**src/rtl/fft_out_stream_if.sv**
```systemverilog
// fft_out_stream_if: upstream pair strobe plus downstream valid/ready sample stream.
// The master modport is the converter; the slave modport is its environment.
interface fft_out_stream_if #(
    parameter int WIDTH = 24
);
    logic               i_clk_enable;
    logic [2*WIDTH-1:0] i_in_0;
    logic [2*WIDTH-1:0] i_in_1;
    logic               i_sync;
    logic               o_valid;
    logic               i_ready;
    logic [2*WIDTH-1:0] o_data;
    logic               o_first;
    logic               o_last;
    logic               o_overflow;
    logic               o_frame_err;

    modport master (
        input  i_clk_enable, i_in_0, i_in_1, i_sync, i_ready,
        output o_valid, o_data, o_first, o_last, o_overflow, o_frame_err
    );

    modport slave (
        output i_clk_enable, i_in_0, i_in_1, i_sync, i_ready,
        input  o_valid, o_data, o_first, o_last, o_overflow, o_frame_err
    );
endinterface

```
**src/rtl/fft_out_stream.sv**
```systemverilog
// fft_out_stream: two-sample-per-enable FFT output to a one-sample valid/ready stream with frame markers.
// A pair FIFO absorbs back-pressure; a full FIFO drops pairs and unlocks until the next sync pair.
module fft_out_stream #(
    parameter int LGSIZE = 12,
    parameter int WIDTH  = 24,
    parameter int LGFIFO = 4
) (
    input  logic              i_clk,
    input  logic              i_reset_n,
    fft_out_stream_if.master  bus
);
    localparam int SW = 2 * WIDTH;

    typedef enum logic [1:0] {EMPTY, S0, S1} state_t;

    state_t              state, state_n;
    logic [2*SW:0]       mem [1 << LGFIFO];
    logic [2*SW:0]       head;
    logic [LGFIFO-1:0]   wr_ptr, rd_ptr;
    logic [LGFIFO:0]     count;
    logic [SW-1:0]       hold;
    logic [LGSIZE-1:0]   cnt;
    logic                locked, full, empty, take, wr, drop, xfer, pop;

    // occupancy never exceeds the depth, so its MSB alone flags full
    assign full  = count[LGFIFO];
    assign empty = count == '0;
    assign take  = bus.i_clk_enable && (locked || bus.i_sync);
    assign wr    = take && !full;
    assign drop  = take && full;
    assign head  = mem[rd_ptr];
    assign xfer  = bus.o_valid && bus.i_ready;

    assign bus.o_valid = state != EMPTY;
    assign bus.o_last  = bus.o_valid && cnt == '1;

    always_ff @(posedge i_clk) begin
        if (!i_reset_n)
            state <= EMPTY;
        else
            state <= state_n;
    end

    always_comb begin
        pop     = 1'b0;
        state_n = state;
        pop     = !empty && (state == EMPTY || (state == S1 && xfer));
        state_n = state == EMPTY ? (pop ? S0 : EMPTY) :
                  !xfer          ? state :
                  state == S0    ? S1 :
                  pop            ? S0 : EMPTY;
    end

    always_ff @(posedge i_clk) begin
        if (wr)
            mem[wr_ptr] <= {bus.i_sync, bus.i_in_1, bus.i_in_0};
    end

    always_ff @(posedge i_clk) begin
        if (!i_reset_n) begin
            wr_ptr          <= '0;
            rd_ptr          <= '0;
            count           <= '0;
            locked          <= 1'b0;
            hold            <= '0;
            cnt             <= '0;
            bus.o_data      <= '0;
            bus.o_first     <= 1'b0;
            bus.o_overflow  <= 1'b0;
            bus.o_frame_err <= 1'b0;
        end else begin
            if (wr)
                wr_ptr <= wr_ptr + 1'b1;
            if (pop)
                rd_ptr <= rd_ptr + 1'b1;
            count <= count + (LGFIFO+1)'(wr) - (LGFIFO+1)'(pop);
            if (drop) begin
                bus.o_overflow <= 1'b1;
                locked         <= 1'b0;
            end else if (wr && bus.i_sync) begin
                locked <= 1'b1;
            end
            if (pop) begin
                bus.o_data  <= head[SW-1:0];
                hold        <= head[2*SW-1:SW];
                bus.o_first <= head[2*SW];
            end else if (xfer && state == S0) begin
                bus.o_data  <= hold;
                bus.o_first <= 1'b0;
            end
            bus.o_frame_err <= xfer && bus.o_first && cnt != '0;
            if (xfer)
                cnt <= bus.o_first ? LGSIZE'(1) : cnt + 1'b1;
        end
    end
endmodule
```
**src/flat_wrapper.sv**
```systemverilog
// flat-port wrapper written by rule: the top's interface ports become plain ports
module fft_out_stream_flat 
#(
    parameter int LGSIZE = 12,
    parameter int WIDTH  = 24,
    parameter int LGFIFO = 4
)
  (i_clk, i_reset_n, bus_i_clk_enable, bus_i_in_0, bus_i_in_1, bus_i_sync, bus_i_ready, bus_o_valid, bus_o_data, bus_o_first, bus_o_last, bus_o_overflow, bus_o_frame_err);
  fft_out_stream_if #(.WIDTH(WIDTH)) bus_i ();
  input  logic i_clk;
  input  logic i_reset_n;
  input wire logic [$bits(bus_i.i_clk_enable)-1:0] bus_i_clk_enable;
  input wire logic [$bits(bus_i.i_in_0)-1:0] bus_i_in_0;
  input wire logic [$bits(bus_i.i_in_1)-1:0] bus_i_in_1;
  input wire logic [$bits(bus_i.i_sync)-1:0] bus_i_sync;
  input wire logic [$bits(bus_i.i_ready)-1:0] bus_i_ready;
  output wire logic [$bits(bus_i.o_valid)-1:0] bus_o_valid;
  output wire logic [$bits(bus_i.o_data)-1:0] bus_o_data;
  output wire logic [$bits(bus_i.o_first)-1:0] bus_o_first;
  output wire logic [$bits(bus_i.o_last)-1:0] bus_o_last;
  output wire logic [$bits(bus_i.o_overflow)-1:0] bus_o_overflow;
  output wire logic [$bits(bus_i.o_frame_err)-1:0] bus_o_frame_err;
  assign bus_i.i_clk_enable = bus_i_clk_enable;
  assign bus_i.i_in_0 = bus_i_in_0;
  assign bus_i.i_in_1 = bus_i_in_1;
  assign bus_i.i_sync = bus_i_sync;
  assign bus_i.i_ready = bus_i_ready;
  assign bus_o_valid = bus_i.o_valid;
  assign bus_o_data = bus_i.o_data;
  assign bus_o_first = bus_i.o_first;
  assign bus_o_last = bus_i.o_last;
  assign bus_o_overflow = bus_i.o_overflow;
  assign bus_o_frame_err = bus_i.o_frame_err;
  fft_out_stream #(.LGSIZE(LGSIZE), .WIDTH(WIDTH), .LGFIFO(LGFIFO)) u_core (.i_clk(i_clk), .i_reset_n(i_reset_n), .bus(bus_i));
endmodule
```
**config.mk**
```make
export PLATFORM = sky130hd
export DESIGN_NAME = fft_out_stream_flat
export DESIGN_NICKNAME = d
export VERILOG_FILES = /design/src/rtl/fft_out_stream_if.sv /design/src/rtl/fft_out_stream.sv /design/src/flat_wrapper.sv
export SDC_FILE = /design/constraint.sdc
export NUM_CORES = 1
export LEC_CHECK = 0
export ABC_AREA = 1
export ABC_CLOCK_PERIOD_IN_PS = 7400
export BUFFER_PORTS_ARGS = -buffer_cell sky130_fd_sc_hd__buf_2
export CORE_ASPECT_RATIO = 1.25
export CORE_UTILIZATION = 25
export DETAILED_ROUTE_END_ITERATION = 12
export HOLD_SLACK_MARGIN = 0.12
export SLEW_MARGIN = 15
export SYNTH_ARGS = -nofsm -noshare
export SYNTH_HDL_FRONTEND = slang
export SYNTH_SLANG_ARGS = --single-unit
```
**constraint.sdc**
```tcl
create_clock -name i_clk -period 7.4 [get_ports i_clk]
set_clock_uncertainty 0.2 [all_clocks]
set_input_delay 1.11 -clock i_clk [delete_from_list [all_inputs] [get_ports i_clk]]
set_output_delay 1.11 -clock i_clk [all_outputs]
set_load 0.02 [all_outputs]
```
==> metrics.cfg, run 1 <==
[worst_hold_path]
min-delay-start=u_core.hold[10]
whs_path_depth=2
hold_end=u_core.hold[10]
hold_class=flip-flop to flip-flop

[layout]
multi_input_area_um2=15900
fillerInstances=29000
fin_cells=10800
regArea_um2=49200
areaGrowthSynthToFinish_pct=13.9
fin_nets=7065
post-route-util_pct=28.7
drive_above_1_share_pct=6.86

[synth]
ys_seq_area_share_pct=69.2
yosysMostFrequentCell=nand2_1
synth_top_area_share_pct=65.5
yosys-top-cells-count=2208 x nand2_1, 1552 x edfxtp_1, 1186 x inv_1
synthArstFlopShare_pct=0
synth_area_leader_cell=edfxtp_1
synth_area_um2=71200
ys_ff_latch=1683
netlist_top_cells_area=edfxtp_1 65%, nand2_1 12%, nand3_1 8.3%
synthCells=6923
synth_edf_count=1552
ys.flop_type=edfxtp_1
synth_warnings=0
post_synth_num_cell_types=31
avgSynthCellArea_um2=10.3
synth_nets=7038

[floorplanning]
ios=154
dieWidth_um=479
start_util_pct=25.2
core_um2=283000
rows=218
dieArea_um2=287000
die_h_um=599

[setup_path]
critPathMaxFanout=74
path_buf_inv=2
slowest_delay_ns=0.94
r2r_cells=8
startpoint_type=flip-flop
critPathRequiredTime_ns=7.94
cpMostUsedCell=nand3_1
crit_type=flip-flop to flip-flop
worstPathArrival_ns=4.40
worst_path_max_delay_cell=buf_4
r2r-end=u_core.bus.o_data[35]
cp_top_family=buffers and inverters
critPathCaptureType=flip-flop
crit_chain=buf_4 -> buf_4 -> nand3_1 -> nand3_1 -> nand3_1 -> nand2_1 -> nand2_1 -> a21oi_1
rrSetupSlack_ns=3.54

[sta]
period_needed_ns=3.86
finalSetupViolCount=0
rsz0062_at_grt=false
hold_viol_final=0
hold_ws_ns=0.261
fmax_mhz=259
relSlewSlack_pct=15.0
slew_violations=0
worstMarginPinSlew_ns=1.28
finalCritPeriodShare_pct=52.2
setup-tns-final_ns=0

[global_routing]
grt_start_max_net_pins=191
antenna_found_initial=61
grt_usage_pct=13.9
grt-ovfl-total=0
grt_pass1_vias=46500
grt_pass1_wl_mm=301

[cts]
clockRootBuffer=clkbuf_16
cts_max_level=4
clk_pin_slew_ns=0.06
clk_latency_ns=0.84
post_cts_resized=0
cts_setup_buffers=0
cts_tree=built
postCtsHoldBufs=0
numClockSinks=1683
cts_buffer_depth=4
cts_buffers=166

[drt]
drc=0
drt-initial-drc-count=4536
route.antenna.remaining_nets=0
routed_wl_mm=204
routed_via_density=4.43
firstDrtPassIters=6
vias=48000
wl_per_cell_um=18.9

[placed_design]
dp.cells=10500
portBuffers=153
dp_hpwl_mm=114
globalplace.congestion=0.822

[power]
ir_worst_vdd_mv=0.339
powerDensity_nw_per_um2=331
p_leak_nw=33.1

[run_status]
status=finished, final reports clean

[run]
maxCapViolCount=0

## cell usage in the layout, fill, tap and decap left out, types with 22 or more instances in the layout
| cell type | netlist | final |
|---|---|---|
| a21oi_1 | 117 | 117 |
| buf_2 | 223 | 153 |
| buf_4 | 10 | 57 |
| clkbuf_1 | 86 | 40 |
| clkbuf_16 | 0 | 169 |
| clkinv_1 | 0 | 23 |
| clkinv_2 | 0 | 22 |
| dfxtp_1 | 131 | 127 |
| edfxtp_1 | 1552 | 1552 |
| inv_1 | 1186 | 1185 |
| nand2_1 | 2208 | 2206 |
| nand3_1 | 1175 | 1174 |
| o21ai_0 | 107 | 107 |
## logic make-up (layout without fill, tap and decap cells)
logic type	count (synthesis)	in the layout	synth area share, %
AND/OR/NAND/NOR	3430	3430	20.2
AO/OA/AOI/OAI	238	238	1.72
flip-flops	1683	1683	69.2
other	0	10	0
buffers and inverters	1557	1708	8.67
XOR/XNOR	1	1	0.0123
adder cells (fa/ha/maj)	14	14	0.257
## layout make-up
class                      instances  share of cell area, %
multi-input combinational       3683                   19.6
clock inverter                    75                  0.972
clock buffer                     217                   5.53
tap                             3740                   5.77
inverter                        1193                   5.56
antenna                           10                 0.0309
timing repair buffer             223                   1.79
sequential                      1683                   60.7
## per-stage QoR
step           power (W)  cell area [µm²]  worst slack (ns)
4_1_cts           0.0269            81100              3.52
3_5_place_dp      0.0186            75800              2.86
5_1_grt           0.0280            81100              3.33
2_1_floorplan     0.0160            71200             0.925
3_3_place_gp      0.0185            75800              2.82
6_report          0.0268            81100              3.54
## metal layers
| layer | share of wire (%) | vias to the layer above | track usage, % |
|---|---|---|---|
| met5 | 0.13 | - | 0 |
| met4 | 5.7 | 42 | 7.32 |
| met3 | 7.0 | 462 | 2.71 |
| met2 | 48 | 1625 | 23.4 |
| met1 | 40 | 23400 | 16.6 |
| li1 | - | 22500 | - |
## tightest hold or removal path, stage by stage, from the launching register on
cell and delay, ns:
dfxtp_1 0.30, nand2_1 0.05, a21oi_1 0.05
## sequential cells by signal (all words and copies together), names as in the netlist, named ones only
| name | flops |
|---|---|
| u_core.bus.o_data | 48 |
| u_core.cnt | 12 |
| u_core.rd_ptr | 4 |
| u_core.count | 5 |
| u_core.state | 2 |
| u_core.bus.o_first | 1 |
| u_core.bus.o_frame_err | 1 |
| u_core.locked | 1 |
| u_core.wr_ptr | 4 |
| u_core.mem | 1552 |
| u_core.hold | 48 |
| u_core.bus.o_overflow | 1 |
## where the power goes
| group | internal, W | total [W] | switching [W] |
|---|---|---|---|
| logic | 0.00185 | 0.00721 | 0.00535 |
| registers | 0.0108 | 0.0112 | 0.000446 |
| clock network | 0.00480 | 0.00841 | 0.00361 |
| total | 0.0174 | 0.0268 | 0.00941 |
## worst max path at each step
stage | startpoint | endpoint | slack (ns) | cells after the start
finish | flip-flop | u_core.bus.o_data[35] | 3.54 | 8
global route | flip-flop | u_core.bus.o_data[27] | 3.33 | 10
CTS | flip-flop | u_core.bus.o_data[35] | 3.52 | 8
detailed placement | bus_i_sync | u_core.mem[15][47] | 2.86 | 6
global placement | bus_i_ready | u_core.count[4] | 2.82 | 13
floorplan | bus_i_clk_enable | u_core.mem[11][0] | 0.92 | 4
(Power assumes the default switching activity.)
==> inputs of run 2 (changes only) <==
--- a/config.mk
+++ b/config.mk
@@ -5,8 +5,8 @@
 export SDC_FILE = /design/constraint.sdc
 export NUM_CORES = 1
 export LEC_CHECK = 0
-export ABC_AREA = 1
-export ABC_CLOCK_PERIOD_IN_PS = 7400
+export ABC_AREA = 0
+export ABC_CLOCK_PERIOD_IN_PS = 3100
 export BUFFER_PORTS_ARGS = -buffer_cell sky130_fd_sc_hd__buf_2
 export CORE_ASPECT_RATIO = 1.25
 export CORE_UTILIZATION = 25
==> constraint.sdc (replaced) <==
create_clock -name i_clk -period 3.1 [get_ports i_clk]
set_clock_uncertainty 0.2 [all_clocks]
set_input_delay 0.465 -clock i_clk [delete_from_list [all_inputs] [get_ports i_clk]]
set_output_delay 0.465 -clock i_clk [all_outputs]
set_load 0.02 [all_outputs]
==> metrics.cfg, run 2 <==
[run_status]
status=finished, final reports clean  ; unchanged

[synth]
synthArstFlopShare_pct=0  ; unchanged
ys_ff_latch=1683  ; unchanged
synth_area_um2=63800  ; was 71200 µm²
post_synth_num_cell_types=48  ; was 31
synth_warnings=0  ; unchanged
avgSynthCellArea_um2=20.1  ; was 10.3 µm²
yosysMostFrequentCell=edfxtp_1  ; was nand2_1
ys.flop_type=edfxtp_1  ; unchanged
synth_edf_count=1552  ; unchanged
netlist_top_cells_area=edfxtp_1 73%, mux4_2 10%, dfxtp_1 4.1%  ; was edfxtp_1 65%, nand2_1 12%, nand3_1 8.3%
ys_seq_area_share_pct=77.1  ; was 69.2%
synth_area_leader_cell=edfxtp_1  ; unchanged
synth_top_area_share_pct=73.0  ; was 65.5%
synth_nets=3285  ; was 7038
yosys-top-cells-count=1552 x edfxtp_1, 290 x mux4_2, 196 x mux2i_1  ; was 2208 x nand2_1, 1552 x edfxtp_1, 1186 x inv_1
synthCells=3170  ; was 6923

[sta]
period_needed_ns=2.95  ; was 3.86 ns
rsz0062_at_grt=false  ; unchanged
finalSetupViolCount=0  ; unchanged
setup-tns-final_ns=0  ; unchanged
hold_ws_ns=0.291  ; was 0.261 ns
fmax_mhz=339  ; was 259 MHz
worstMarginPinSlew_ns=1.06  ; was 1.28 ns
fin_ws_ns=0.147  ; was 3.54 ns
finalCritPeriodShare_pct=95.3  ; was 52.2%
hold_viol_final=0  ; unchanged
slew_violations=0  ; unchanged
relSlewSlack_pct=29.5  ; was 15.0%

[placed_design]
pre_cts_ws_ns=0.00984  ; was 2.86 ns
globalplace.congestion=0.760  ; was 0.822
dp_hpwl_mm=102  ; was 114 mm
portBuffers=153  ; unchanged

[drt]
drt-initial-drc-count=2938  ; was 4536
routed_wl_mm=169  ; was 204 mm
drc=0  ; unchanged
routed_via_density=4.65  ; was 4.43
wl_per_cell_um=24.0  ; was 18.9 µm
vias=32800  ; was 48000
firstDrtPassIters=5  ; was 6
route.antenna.remaining_nets=0  ; unchanged

[setup_path]
startpoint_type=flip-flop  ; unchanged
r2r-end=u_core.count[4]  ; was u_core.bus.o_data[35]
critPathRequiredTime_ns=3.63  ; was 7.94 ns
r2r_cells=14  ; was 8
critPathCaptureType=flip-flop  ; unchanged
worstPathArrival_ns=3.48  ; was 4.40 ns
timing.rr.start=u_core.count[2]
critPathMaxFanout=2  ; was 74
rrSetupSlack_ns=0.15  ; was 3.54 ns
crit_type=flip-flop to flip-flop  ; unchanged

[layout]
top_regs=u_core.mem: 1552 flops, u_core.bus.o_data: 48 flops, u_core.hold: 48 flops  ; unchanged
fin_nets=3677  ; was 7065
final_common_cell=edfxtp_1  ; was nand2_1
areaGrowthSynthToFinish_pct=20.2  ; was 13.9%
top_register=u_core.mem  ; unchanged
final_cell_mix=1552 x edfxtp_1, 290 x mux4_2, 196 x mux2i_1  ; was 2206 x nand2_1, 1552 x edfxtp_1, 1185 x inv_1
largest_reg_flops=1552  ; unchanged
drive_above_1_share_pct=24.4  ; was 6.86%

[global_routing]
grt_pass1_vias=33800  ; was 46500
grt_usage_pct=13.0  ; was 13.9%
grt_start_max_net_pins=134  ; was 191
grt-ovfl-total=0  ; unchanged
grt_pass1_wl_mm=244  ; was 301 mm
antenna_found_initial=49  ; was 61

[floorplanning]
die_h_um=567  ; was 599 µm
dieWidth_um=454  ; was 479 µm
ios=154  ; unchanged
start_util_pct=25.1  ; was 25.2%
dieArea_um2=257000  ; was 287000 µm²
rows=207  ; was 218
core_um2=254000  ; was 283000 µm²

[power]
ir_worst_vdd_mv=0.831  ; was 0.339 mV
total_power_w=0.0573  ; was 0.0268 W
powerDensity_nw_per_um2=747  ; was 331 nW/µm²
p_leak_nw=23.8  ; was 33.1 nW

[cts]
clockRootBuffer=clkbuf_16  ; unchanged
cts_buffer_depth=3  ; was 4
clk_latency_ns=0.82  ; was 0.84 ns
cts_tree=built  ; unchanged
cts_max_level=4  ; unchanged
clk_pin_slew_ns=0.06  ; about the same
numClockSinks=1683  ; unchanged
cts_buffers=167  ; was 166

[run]
maxCapViolCount=0  ; unchanged

[worst_hold_path]
min-delay-start=u_core.rd_ptr[1]  ; was u_core.hold[10]
hold_class=flip-flop to flip-flop  ; unchanged
whs_path_depth=2  ; unchanged

## run 2: cell count changes after synthesis, moves of 54 or more
cell,previous run,this run
nand2_1,2208,112
inv_1,1186,15
nand3_1,1175,56
mux4_2,0,290
mux2i_1,0,196
buf_2,223,84
a21oi_1,117,12
a22oi_1,0,96
o21ai_0,107,53
## run 2: kinds of logic after synthesis
| group | Yosys count | synth area share [%] |
|---|---|---|
| AOI/OAI and AO/OA | 412 | 4.81 |
| xor gates and xnor gates | 16 | 0.220 |
| adders and majority gates | 14 | 0.286 |
| buffers and inverters | 216 | 1.62 |
| DFF | 1683 | 77.1 |
| muxes | 486 | 13.3 |
| and+or+nand+nor | 343 | 2.62 |
## run 2: stage by stage
step	utilization, %	instances	instance area (µm²)
after floorplan	-	3170	64000
after global placement	27.6	6633	70200
after detailed placement	27.6	6633	70200
after CTS	30.2	7049	76600
after global routing	30.2	7056	76700
final	30.2	7061	76700
## run 2: how the worst max path moves through the flow
stage | slack [ns] | cells after the start | start | to
3_5_place_dp | 0.01 | 14 | u_core.count[2] | u_core.count[4]
5_1_grt | 0.05 | 14 | u_core.count[2] | u_core.count[4]
6_report | 0.15 | 14 | u_core.count[2] | u_core.count[4]
4_1_cts | 0.02 | 14 | u_core.count[2] | u_core.count[4]
2_1_floorplan | -0.89 | 3 | bus_i_clk_enable | u_core.mem[3][0]
3_3_place_gp | -0.04 | 14 | u_core.count[2] | u_core.count[4]
## run 2: where the power goes
| part | leakage, nW | switching, W | total [W] | internal [W] |
|---|---|---|---|---|
| logic | 6.13 | 0.00633 | 0.0109 | 0.00458 |
| clock network | 2.62 | 0.00851 | 0.0198 | 0.0113 |
| registers | 15.1 | 0.000971 | 0.0266 | 0.0256 |
## run 2: cell type report
type | instances | area, µm²
clock buffers | 248 | 4690
inverters | 17 | 71.3
multi-input cells | 1271 | 13800
fillers | 24400 | 177000
flip-flops and latches | 1683 | 49200
diodes | 10 | 25.0
well taps | 3344 | 4180
clock inverters | 66 | 682
repair buffers | 422 | 3980
## run 2: timing repair
item / in CTS / in global routing
gates resized for setup: 1 / 11
buffers inserted: 0 / 2
endpoints found under the setup margin: 1 / 1
endpoints found under the hold margin: 1589 / 0
hold buffers: 102 / 0
pin swaps: 1 / 4
## run 2: critical path, stage by stage, from the launching register on
cell and delay (ns):
dfxtp_1 0.32, inv_2 0.07, ha_1 0.14, or4b_4 0.48
nand3_4 0.13, inv_6 0.03, ha_1 0.28, inv_2 0.07
ha_4 0.12, inv_2 0.04, fa_2 0.39, nand2b_4 0.16
a21oi_4 0.13, nor3_1 0.07, nor3b_1 0.23
## run 2: routing by layer
metal	routed length, µm	GRT usage [%]	up-vias
met5	94	0	-
met4	4040	3.35	14
met3	9050	2.29	244
met2	86200	22.4	1008
met1	70000	16.6	17600
li1	-	-	13900
